==> src/rtl/ps2_pkg.sv <==
// rtl/ps2_pkg.sv - PS/2 frame constants, receiver state enum and FIFO entry type
package ps2_pkg;

    localparam int FRAME_BITS = 11;
    localparam int START_IDX  = 0;
    localparam int PARITY_IDX = 9;
    localparam int STOP_IDX   = 10;

    typedef enum logic {
        IDLE = 1'b0,
        RECV = 1'b1
    } ps2_state_e;

    typedef struct packed {
        logic       err;
        logic [7:0] data;
    } ps2_entry_t;

endpackage

==> src/rtl/sync_fifo.sv <==
// rtl/sync_fifo.sv - single-clock first-word fall-through FIFO with exact occupancy count
module sync_fifo #(
    parameter int WIDTH = 9,
    parameter int DEPTH = 8
) (
    input  logic                         clk,
    input  logic                         rst,
    input  logic                         wr_en,
    input  logic [WIDTH-1:0]             wr_data,
    input  logic                         rd_en,
    output logic [WIDTH-1:0]             rd_data,
    output logic                         full,
    output logic                         empty,
    output logic [$clog2(DEPTH+1)-1:0]   count
);

    localparam int AW = $clog2(DEPTH);
    localparam int CW = $clog2(DEPTH+1);

    logic [WIDTH-1:0] mem_q [DEPTH];
    logic [AW-1:0]    wr_ptr_q;
    logic [AW-1:0]    rd_ptr_q;
    logic [CW-1:0]    count_q;
    logic [CW-1:0]    count_d;
    logic             wr_fire;
    logic             rd_fire;

    assign empty   = (count_q == '0);
    assign full    = (count_q == CW'(DEPTH));
    assign count   = count_q;
    // a pop frees the head slot in the same edge, so a full FIFO can still take a write
    assign rd_fire = rd_en & ~empty;
    assign wr_fire = wr_en & (~full | rd_fire);
    // the head is forced to zero while empty so stale storage never shows on the outputs
    assign rd_data = empty ? '0 : mem_q[rd_ptr_q];

    // occupancy follows the net effect of push and pop
    always_comb begin
        count_d = count_q;
        case ({wr_fire, rd_fire})
            2'b10:   count_d = count_q + CW'(1);
            2'b01:   count_d = count_q - CW'(1);
            default: count_d = count_q;
        endcase
    end

    // storage array is written only; no reset needed as contents are gated by empty
    always_ff @(posedge clk) begin
        if (wr_fire) begin
            mem_q[wr_ptr_q] <= wr_data;
        end
    end

    // pointers wrap naturally because DEPTH is a power of two
    always_ff @(posedge clk or posedge rst) begin
        if (rst) begin
            wr_ptr_q <= '0;
            rd_ptr_q <= '0;
            count_q  <= '0;
        end else begin
            if (wr_fire) wr_ptr_q <= wr_ptr_q + AW'(1);
            if (rd_fire) rd_ptr_q <= rd_ptr_q + AW'(1);
            count_q <= count_d;
        end
    end

endmodule

==> src/rtl/ps2_rx_fifo.sv <==
// rtl/ps2_rx_fifo.sv - PS/2 receiver with clock filter, frame checker and output FIFO; PS2_RX_ERR_DROP_EN drops bad frames
module ps2_rx_fifo
    import ps2_pkg::*;
#(
    parameter int FIFO_DEPTH     = 8,
    parameter int SYNC_STAGES    = 2,
    parameter int FILTER_LEN     = 4,
    parameter int TIMEOUT_CYCLES = 50_000
) (
    input  logic                            clk,
    input  logic                            rst,
    input  logic                            ps2_clk,
    input  logic                            ps2_data,
    input  logic                            rd_ready,
    output logic                            rd_valid,
    output logic [7:0]                      rd_data,
    output logic                            rd_err,
    output logic [$clog2(FIFO_DEPTH+1)-1:0] fifo_count,
    output logic                            overflow,
    output logic                            timeout
);

    localparam int FW = $clog2(FILTER_LEN+1);
    localparam int WW = $clog2(TIMEOUT_CYCLES+1);
    localparam int IW = $clog2(FRAME_BITS);
    localparam logic [IW-1:0] FIRST_BIT = IW'(START_IDX + 1);
    localparam logic [IW-1:0] LAST_BIT  = IW'(STOP_IDX);

    logic [SYNC_STAGES-1:0] clk_sync_q;
    logic [SYNC_STAGES-1:0] data_sync_q;
    logic                   clk_s;
    logic                   data_s;
    logic                   filt_q, filt_d, filt_prev_q;
    logic [FW-1:0]          filt_cnt_q, filt_cnt_d;
    logic                   strobe;

    ps2_state_e             state_q, state_d;
    logic [IW-1:0]          bit_idx_q, bit_idx_d;
    logic [PARITY_IDX-1:0]  frame_q, frame_d;
    logic [WW-1:0]          wd_q, wd_d;
    logic                   push_req;
    logic                   push_wr;
    logic                   frame_err;
    logic                   timeout_d, timeout_q;
    logic                   overflow_d, overflow_q;

    ps2_entry_t             wr_entry;
    ps2_entry_t             head;
    logic                   fifo_full;
    logic                   fifo_empty;
    logic                   pop;

    assign clk_s  = clk_sync_q[SYNC_STAGES-1];
    assign data_s = data_sync_q[SYNC_STAGES-1];

    // both pins pass through the same depth of synchroniser so their timing stays aligned
    always_ff @(posedge clk or posedge rst) begin
        if (rst) begin
            clk_sync_q  <= '1;
            data_sync_q <= '1;
        end else begin
            clk_sync_q  <= {clk_sync_q[SYNC_STAGES-2:0], ps2_clk};
            data_sync_q <= {data_sync_q[SYNC_STAGES-2:0], ps2_data};
        end
    end

    // filtered clock moves only after FILTER_LEN consecutive samples disagree with it
    always_comb begin
        filt_d     = filt_q;
        filt_cnt_d = '0;
        if (clk_s != filt_q) begin
            if (filt_cnt_q == FW'(FILTER_LEN - 1)) begin
                filt_d = clk_s;
            end else begin
                filt_cnt_d = filt_cnt_q + FW'(1);
            end
        end
    end

    // filter state and previous value for falling-edge detection
    always_ff @(posedge clk or posedge rst) begin
        if (rst) begin
            filt_q      <= 1'b1;
            filt_prev_q <= 1'b1;
            filt_cnt_q  <= '0;
        end else begin
            filt_q      <= filt_d;
            filt_prev_q <= filt_q;
            filt_cnt_q  <= filt_cnt_d;
        end
    end

    assign strobe = filt_prev_q & ~filt_q;

    // frame FSM: start detection, LSB-first shift, stop check and mid-frame watchdog
    always_comb begin
        state_d   = state_q;
        bit_idx_d = bit_idx_q;
        frame_d   = frame_q;
        wd_d      = wd_q;
        push_req  = 1'b0;
        timeout_d = 1'b0;
        // only meaningful in the stop-bit strobe: data plus parity must be odd, stop must be 1
        frame_err = ~(^frame_q) | ~data_s;
        case (state_q)
            IDLE: begin
                wd_d = '0;
                if (strobe && !data_s) begin
                    state_d   = RECV;
                    bit_idx_d = FIRST_BIT;
                end
            end
            RECV: begin
                if (strobe) begin
                    wd_d = '0;
                    if (bit_idx_q == LAST_BIT) begin
                        state_d  = IDLE;
                        push_req = 1'b1;
                    end else begin
                        frame_d   = {data_s, frame_q[PARITY_IDX-1:1]};
                        bit_idx_d = bit_idx_q + IW'(1);
                    end
                end else if (wd_q == WW'(TIMEOUT_CYCLES - 1)) begin
                    state_d   = IDLE;
                    wd_d      = '0;
                    timeout_d = 1'b1;
                end else begin
                    wd_d = wd_q + WW'(1);
                end
            end
            default: state_d = IDLE;
        endcase
    end

    // FSM registers and the one-cycle status pulses
    always_ff @(posedge clk or posedge rst) begin
        if (rst) begin
            state_q    <= IDLE;
            bit_idx_q  <= '0;
            frame_q    <= '0;
            wd_q       <= '0;
            timeout_q  <= 1'b0;
            overflow_q <= 1'b0;
        end else begin
            state_q    <= state_d;
            bit_idx_q  <= bit_idx_d;
            frame_q    <= frame_d;
            wd_q       <= wd_d;
            timeout_q  <= timeout_d;
            overflow_q <= overflow_d;
        end
    end

`ifdef PS2_RX_ERR_DROP_EN
    assign push_wr = push_req & ~frame_err;
`else
    assign push_wr = push_req;
`endif

    assign wr_entry.err  = frame_err;
    assign wr_entry.data = frame_q[7:0];
    assign pop           = rd_valid & rd_ready;
    assign overflow_d    = push_wr & fifo_full & ~pop;

    sync_fifo #(
        .WIDTH ($bits(ps2_entry_t)),
        .DEPTH (FIFO_DEPTH)
    ) u_fifo (
        .clk     (clk),
        .rst     (rst),
        .wr_en   (push_wr),
        .wr_data (wr_entry),
        .rd_en   (pop),
        .rd_data (head),
        .full    (fifo_full),
        .empty   (fifo_empty),
        .count   (fifo_count)
    );

    assign rd_valid = ~fifo_empty;
    assign rd_data  = head.data;
    assign overflow = overflow_q;
    assign timeout  = timeout_q;

`ifdef PS2_RX_ERR_DROP_EN
    logic unused_head_err;
    assign unused_head_err = head.err;
    assign rd_err = 1'b0;
`else
    assign rd_err = head.err;
`endif

endmodule

==> config.mk <==
export PLATFORM = sky130hd
export DESIGN_NAME = ps2_rx_fifo
export DESIGN_NICKNAME = d
export VERILOG_FILES = /design/src/rtl/ps2_pkg.sv /design/src/rtl/sync_fifo.sv /design/src/rtl/ps2_rx_fifo.sv
export SDC_FILE = /design/constraint.sdc
export NUM_CORES = 1
export LEC_CHECK = 0
export ABC_AREA = 1
export ABC_CLOCK_PERIOD_IN_PS = 4000
export BUFFER_PORTS_ARGS = -buffer_cell sky130_fd_sc_hd__buf_4
export CAP_MARGIN = 20
export CORE_ASPECT_RATIO = 0.9
export CORE_MARGIN = 2
export CORE_UTILIZATION = 49
export CTS_CLUSTER_SIZE = 16
export DETAILED_ROUTE_END_ITERATION = 10
export PLACE_DENSITY = 0.78
export SETUP_SLACK_MARGIN = 0.15
export SYNTH_ARGS = -nofsm -noshare
export SYNTH_HDL_FRONTEND = slang
export SYNTH_SLANG_ARGS = --single-unit
==> constraint.sdc <==
create_clock -name clk -period 4 [get_ports clk]
set_input_delay 0.2 -clock clk [delete_from_list [all_inputs] [get_ports clk]]
set_output_delay 0.2 -clock clk [all_outputs]
set_load 0.02 [all_outputs]
==> results of run 1 <==
## cells in the final DEF (no fill, tap or decap), drive strengths merged
master	Yosys	routed
xor2	11	11
ha	7	7
xnor2	8	8
edfxtp	72	72
o21bai	1	1
or2	1	1
clkinvlp	0	2
nand2	73	73
inv	39	39
o21a	1	1
nand4	3	3
clkbuf	8	24
o31ai	1	1
o22ai	9	9
a21oi	12	12
dfstp	6	6
dlygate4sd3	0	3
nor3b	2	2
nor3	14	14
nand3	10	10
clkinv	3	7
buf	5	27
bufinv	0	5
a31oi	9	9
and3	1	1
o21ai	56	56
nor2	85	85
nor4	3	3
dfrtp	45	45
## kinds of logic after synthesis
family,synth area share (%)
XOR/XNOR,3.16
AND/OR/NAND/NOR,16.5
buffers and inverters,4.04
AO/OA/AOI/OAI,9.24
flip-flops,65.4
adder cells (fa/ha/maj),1.66
## per-layer routing
layer,share of wire (%),wire length [microns]
met2,47,5090
met3,6.9,748
met1,44,4780
met4,2.1,233
met5,0,0
## worst register-to-register path, stage by stage (launching register included)
cell and delay (ps):
dfrtp_1 390, inv_1 100, ha_1 150, nand2_1 50, nor2_1 140, nand2_2 140, clkinv_1 60, nand2_1 80
inv_2 100, nand2_1 130, nor3_1 540, clkbuf_2 290
## synthesized netlist by cell type
library cell / number / area (sq um)
nand2_4: 1 / 11.3
xnor2_1: 8 / 70.1
o31ai_1: 1 / 7.51
clkbuf_1: 8 / 30.0
nor3_4: 1 / 16.3
inv_2: 6 / 22.5
o21ai_0: 53 / 265
nand2_2: 8 / 50.1
xor2_1: 11 / 96.3
or2_1: 1 / 6.26
nor3b_1: 2 / 15.0
nor2_4: 1 / 11.3
nand2_1: 64 / 240
nand3_1: 7 / 35.0
edfxtp_1: 72 / 2160
nor2_1: 81 / 304
inv_1: 33 / 124
nand4_1: 3 / 18.8
a21oi_4: 1 / 16.3
nor4_4: 1 / 21.3
o21ai_1: 3 / 15.0
nor3_1: 12 / 60.1
o22ai_1: 9 / 56.3
nor3_2: 1 / 10.0
and3_1: 1 / 6.26
o21bai_1: 1 / 7.51
buf_2: 5 / 25.0
nand3_2: 3 / 30.0
a21oi_1: 11 / 55.1
clkinv_1: 3 / 11.3
ha_1: 7 / 87.6
dfrtp_1: 45 / 1130
o21a_1: 1 / 7.51
nor4_1: 2 / 12.5
dfstp_2: 6 / 158
nor2_2: 3 / 18.8
a31oi_1: 9 / 56.3
## flip-flops by register name (all words and copies together), names as in the netlist
register	count
u_fifo.mem_q	72
wd_q	16
frame_q	9
bit_idx_q	4
u_fifo.count	4
filt_cnt_q	3
u_fifo.rd_ptr_q	3
u_fifo.wr_ptr_q	3
clk_sync_q	2
data_sync_q	2
filt_prev_q	1
filt_q	1
overflow	1
state_q	1
timeout	1
## power breakdown
part	total, mW	switching, mW	internal, mW
logic	1.41	0.904	0.506
registers	1.80	0.226	1.57
clock network	1.68	0.538	1.14
total	4.88	1.67	3.22
## how the worst max path moves through the flow
stage / depth (start not counted) / slack [ps] / start / end
floorplan: 9 / 1650 / bit_idx_q[0]$_DFFE_PP0P_ / u_fifo.mem_q[0][0]$_DFFE_PP_
global placement: 10 / 1380 / bit_idx_q[0]$_DFFE_PP0P_ / u_fifo.mem_q[5][1]$_DFFE_PP_
detailed placement: 9 / 1300 / bit_idx_q[0]$_DFFE_PP0P_ / u_fifo.mem_q[4][1]$_DFFE_PP_
CTS: 7 / 1180 / u_fifo.rd_ptr_q[0]$_DFFE_PP0P_ / rd_err
global route: 7 / 900 / u_fifo.rd_ptr_q[0]$_DFFE_PP0P_ / rd_err
finish: 7 / 1180 / u_fifo.rd_ptr_q[0]$_DFFE_PP0P_ / rd_err
## area by class of cell
class                   instances  area share, %
flip-flops and latches        123           54.8
multi-input cells             307           25.6
clock buffers                  21           7.33
repair buffers                 33           4.10
clock inverters                11           3.07
well taps                     129           2.57
inverters                      42           2.51
## through the flow
step	utilization, %	hold slack [ps]
CTS	60.2	87.0
global route	60.8	153
finish	60.8	137
detailed placement	53.7	310
floorplan	-	204
global placement	53.6	309
==> results.py, run 1 <==
metrics = {
    "yosys": {
        "syn_area_sq_um": 5270,
        "yosys_warnings": 0,
        "postSynthNetCount": 497,
        "ys_seq_elements": 123,
        "synth.distinct_cells": 37,
        "synthesis.instances": 485,
        "synth_seq_area_share_pct": 65.4,
        "synth_area_per_cell_sq_um": 10.9,
    },
    "finish": {
        "regArea_sq_um": 3450,
        "final_cell_count_no_fill": 666,
        "antenna_cells": 0,
        "synthToLayoutAreaGrowth_pct": 19.3,
        "layout-drive-gt1-share_pct": 17.3,
        "multi_input_area_sq_um": 1610,
        "n_fill_cell": 792,
        "final_area_sq_um": 6280,
        "fin_nets": 536,
    },
    "global_routing": {
        "grt_pass1_wl_microns": 17500,
        "antenna_found_initial": 0,
        "grtUsageMet1_pct": 26.3,
        "overflow": 0,
        "use_met2_pct": 31.7,
        "grt.total_usage_pct": 20.0,
        "grt_pass1_vias": 3520,
        "grt_max_degree": 52,
        "met3_usage_pct": 5.46,
        "grt-busiest-layer": "met2",
    },
    "sta": {
        "final-hold-violation-count": 0,
        "worst_pin_slew_ps": 879,
        "skew_ps": 15.4,
        "setup_violations": 0,
        "fin_setup_tns_ps": 0,
        "layout_setup_ws_ps": 1180,
        "min_period_ps": 2820,
        "final_max_slew_viol_count": 0,
        "fmax_ghz": 0.354,
        "post-route-period-util_pct": 70.6,
        "rsz0062_at_grt": "false",
        "slew_headroom_pct": 41.3,
    },
    "power": {
        "ir_drop_mv": 0.384,
        "finalPower_mw": 4.88,
        "power.density_nw_per_um2": 777,
        "leakage_nw": 2.57,
    },
    "placed_design": {
        "dp.cells": 624,
        "io_buffers": 20,
        "dpl_worst_slack_ps": 1300,
        "gp_congestion": 0.834,
        "post_dp_cell_area_sq_um": 5550,
        "dp_hpwl_microns": 6890,
    },
    "min_path": {
        "whs_path_depth": 4,
        "min_from": "rd_ready",
        "hold_end": "overflow$_DFF_PP0_",
        "hold_class": "primary input to flip-flop",
    },
    "critical_path": {
        "crit_type": "flip-flop to output pin",
        "cp-start-kind": "flip-flop",
        "reg2reg_depth": 11,
        "crit_path_cell_trace": "buf_4, inv_1, o21ai_0, o22ai_1, o21ai_0, a31oi_1, buf_4",
        "crit_buf_inv": 3,
        "cp-end-kind": "output pin",
        "regToRegSetupSlack_ps": 1540,
        "crit_fanout": 39,
        "critPathRequiredTime_ps": 3800,
        "reg2reg_from": "bit_idx_q[0]$_DFFE_PP0P_",
        "critical_path.top_delay_family": "buffers and inverters",
        "cp.arrival_ps": 2620,
        "crit_slowest_cell": "inv_1",
        "critPathMaxStageDelay_ps": 690,
        "r2r_end": "u_fifo.mem_q[3][8]$_DFFE_PP_",
    },
    "floorplanning": {
        "die-area_sq_um": 11600,
        "die_w_microns": 113,
        "rows": 35,
        "die_y_microns": 102,
        "ioPinCount": 21,
        "core_area_sq_um": 10300,
        "start_util_pct": 51.0,
    },
    "drt": {
        "num_vias": 3641,
        "vias_per_cell": 5.47,
        "routed_wirelength_microns": 10800,
        "first_pass_iters": 5,
        "drt_iter0_markers": 394,
        "drc": 0,
        "detail_route.wl_per_cell_microns": 16.3,
        "ant_nets": 0,
    },
    "clocking": {
        "post-cts-setup-buffer-count": 0,
        "cts-hold-fix-buffers": 2,
        "cts_htree_levels": 4,
        "cts_buffer_depth": 2,
        "clk_pin_slew_ps": 50,
        "cts_tree": "done",
        "ctsResizeCount": 0,
        "insertion_delay_ps": 410,
        "clk_root_buffer_cell": "clkbuf_16",
        "cts_sinks": 123,
        "cts_made_buffers": 17,
    },
    "job": {
        "cap_violations": 0,
    },
    "status": {
        "status": "finished clean",
    },
}
(Power assumes the default switching activity.)
==> run 2, diff against run 1 <==
--- a/config.mk
+++ b/config.mk
@@ -6,7 +6,7 @@
 export NUM_CORES = 1
 export LEC_CHECK = 0
 export ABC_AREA = 1
-export ABC_CLOCK_PERIOD_IN_PS = 4000
+export ABC_CLOCK_PERIOD_IN_PS = 2700
 export BUFFER_PORTS_ARGS = -buffer_cell sky130_fd_sc_hd__buf_4
 export CAP_MARGIN = 20
 export CORE_ASPECT_RATIO = 0.9
==> constraint.sdc (replaced) <==
create_clock -name clk -period 2.7 [get_ports clk]
set_input_delay 0.135 -clock clk [delete_from_list [all_inputs] [get_ports clk]]
set_output_delay 0.135 -clock clk [all_outputs]
set_load 0.02 [all_outputs]
==> results.py, run 2 (synthesis results as in run 1) <==
metrics = {
    "sta": {
        "min_period_ps": 2290,
        "final-hold-violation-count": 0,
        "worst_pin_slew_ps": 676,
        "skew_ps": 7.94,
        "slew_headroom_pct": 54.9,
        "setup_violations": 0,
        "rsz0062_at_grt": "false",
        "fin_setup_tns_ps": 0,
        "layout_setup_ws_ps": 410,
        "fmax_ghz": 0.437,
        "final_max_slew_viol_count": 0,
        "post-route-period-util_pct": 84.8,
    },
    "job": {
        "cap_violations": 0,
    },
    "drt": {
        "first_pass_iters": 7,
        "detail_route.wl_per_cell_microns": 16.0,
        "vias_per_cell": 5.39,
        "drt_iter0_markers": 348,
        "routed_wirelength_microns": 10800,
        "num_vias": 3635,
        "drc": 0,
        "ant_nets": 0,
    },
    "min_path": {
        "min_from": "rd_ready",
        "hold_class": "primary input to flip-flop",
        "whs_path_depth": 4,
        "hold_end": "overflow$_DFF_PP0_",
    },
    "critical_path": {
        "cp-end-kind": "output pin",
        "crit_buf_inv": 2,
        "reg2reg_from": "bit_idx_q[0]$_DFFE_PP0P_",
        "crit_path_cell_trace": "inv_1, o21ai_0, o22ai_1, o21ai_0, a31oi_1, buf_4",
        "reg2reg_depth": 10,
        "critical_path.top_delay_family": "buffers and inverters",
        "r2r_end": "u_fifo.mem_q[6][8]$_DFFE_PP_",
        "critPathMaxStageDelay_ps": 500,
        "crit_slowest_cell": "inv_1",
        "cp.arrival_ps": 2150,
        "cp_common_cell": "o21ai_0",
        "cp-start-kind": "flip-flop",
        "crit_fanout": 25,
        "crit_type": "flip-flop to output pin",
        "regToRegSetupSlack_ps": 610,
        "critPathRequiredTime_ps": 2570,
    },
    "status": {
        "status": "finished clean",
    },
    "floorplanning": {
        "die-area_sq_um": 11600,
        "core_area_sq_um": 10300,
        "ioPinCount": 21,
        "die_y_microns": 102,
        "die_w_microns": 113,
        "rows": 35,
        "start_util_pct": 51.0,
    },
    "placed_design": {
        "dpl_worst_slack_ps": 601,
        "gp_congestion": 0.869,
        "io_buffers": 20,
        "dp_hpwl_microns": 6950,
    },
    "global_routing": {
        "grt_pass1_wl_microns": 17800,
        "antenna_found_initial": 0,
        "grt_max_degree": 52,
        "grt_pass1_vias": 3616,
        "overflow": 0,
        "grt.total_usage_pct": 20.5,
    },
    "finish": {
        "largest_register_ffs": 72,
        "utilization_pct": 61.0,
        "antenna_cells": 0,
        "layout-drive-gt1-share_pct": 18.5,
        "synthToLayoutAreaGrowth_pct": 19.7,
        "largestRegisters": "u_fifo.mem_q x72, wd_q x16, frame_q x9",
        "n_fill_cell": 792,
        "final_common_cell": "nor2_1",
        "max_flop_register": "u_fifo.mem_q",
        "fin_nets": 544,
        "most-common-layout-cells": "81 x nor2_1, 72 x edfxtp_1, 64 x nand2_1",
    },
    "clocking": {
        "cts_tree": "done",
        "cts_buffer_depth": 2,
        "cts_sinks": 123,
        "cts_made_buffers": 17,
        "clk_root_buffer_cell": "clkbuf_16",
        "clk_pin_slew_ps": 60,
        "insertion_delay_ps": 410,
        "cts_htree_levels": 4,
        "ctsResizeCount": 0,
    },
    "power": {
        "finalPower_mw": 7.07,
        "leakage_nw": 2.59,
        "power.density_nw_per_um2": 1120,
        "ir_drop_mv": 0.631,
    },
}
## run 2: cell types whose count changed in the layout (fill, tap and decap cells not counted), sizes merged
cell / delta
clkinvlp: +1
buf: +11
clkinv: +1
clkbuf: -3
bufinv: -2
## run 2: how the worst max path moves through the flow
stage                                    from                            to  slack [ps]  cells past startpoint
6_report       u_fifo.rd_ptr_q[0]$_DFFE_PP0P_                    rd_data[5]         410                      6
5_1_grt        u_fifo.rd_ptr_q[0]$_DFFE_PP0P_                    rd_data[5]         170                      6
4_1_cts        u_fifo.rd_ptr_q[0]$_DFFE_PP0P_                    rd_data[6]         400                      6
3_5_place_dp         bit_idx_q[0]$_DFFE_PP0P_  u_fifo.mem_q[0][2]$_DFFE_PP_         600                     10
3_3_place_gp         bit_idx_q[0]$_DFFE_PP0P_  u_fifo.mem_q[4][2]$_DFFE_PP_         690                     10
2_1_floorplan        bit_idx_q[0]$_DFFE_PP0P_  u_fifo.mem_q[0][0]$_DFFE_PP_         350                      9
## run 2: final cells by class
class | instances | area (sq um) | share of cell area [%]
Sequential cell | 123 | 3450 | 54.6
Clock inverter | 11 | 145 | 2.30
Tap cell | 129 | 161 | 2.56
Clock buffer | 21 | 460 | 7.30
Multi-Input combinational cell | 307 | 1610 | 25.5
Inverter | 42 | 158 | 2.50
Timing Repair Buffer | 41 | 328 | 5.20
## run 2: repair_timing
item	CTS	global route
hold buffers	2	1
setup endpoints to repair	0	0
buffers inserted	0	0
hold endpoints to repair	2	45
## run 2: metrics by stage
stage	cells	hold slack [ps]	area [sq um]
final	674	86.0	6310
after global routing	674	95.5	6310
after CTS	672	23.6	6280
after detailed placement	638	244	5650
after global placement	638	244	5650
after floorplan	485	139	5270
## run 2: where the power goes
group	internal, mW	switching (mW)
registers	2.33	0.211
clock network	1.50	0.787
logic	0.805	1.45
total	4.63	2.44
## run 2: worst min-delay path, stage by stage
cell and delay, ps:
buf_4 70, inv_1 60, nand4_1 130, nor2_1 50
## run 2: metal layers
metal  track usage, %  vias to the layer above  routed length (microns)
met1             26.7                     1735                     4720
met2             33.1                      140                     5160
met3             5.75                       12                      776
met4             7.97                        0                      129
li1                 -                     1748                        -
met5                0                        -                        0
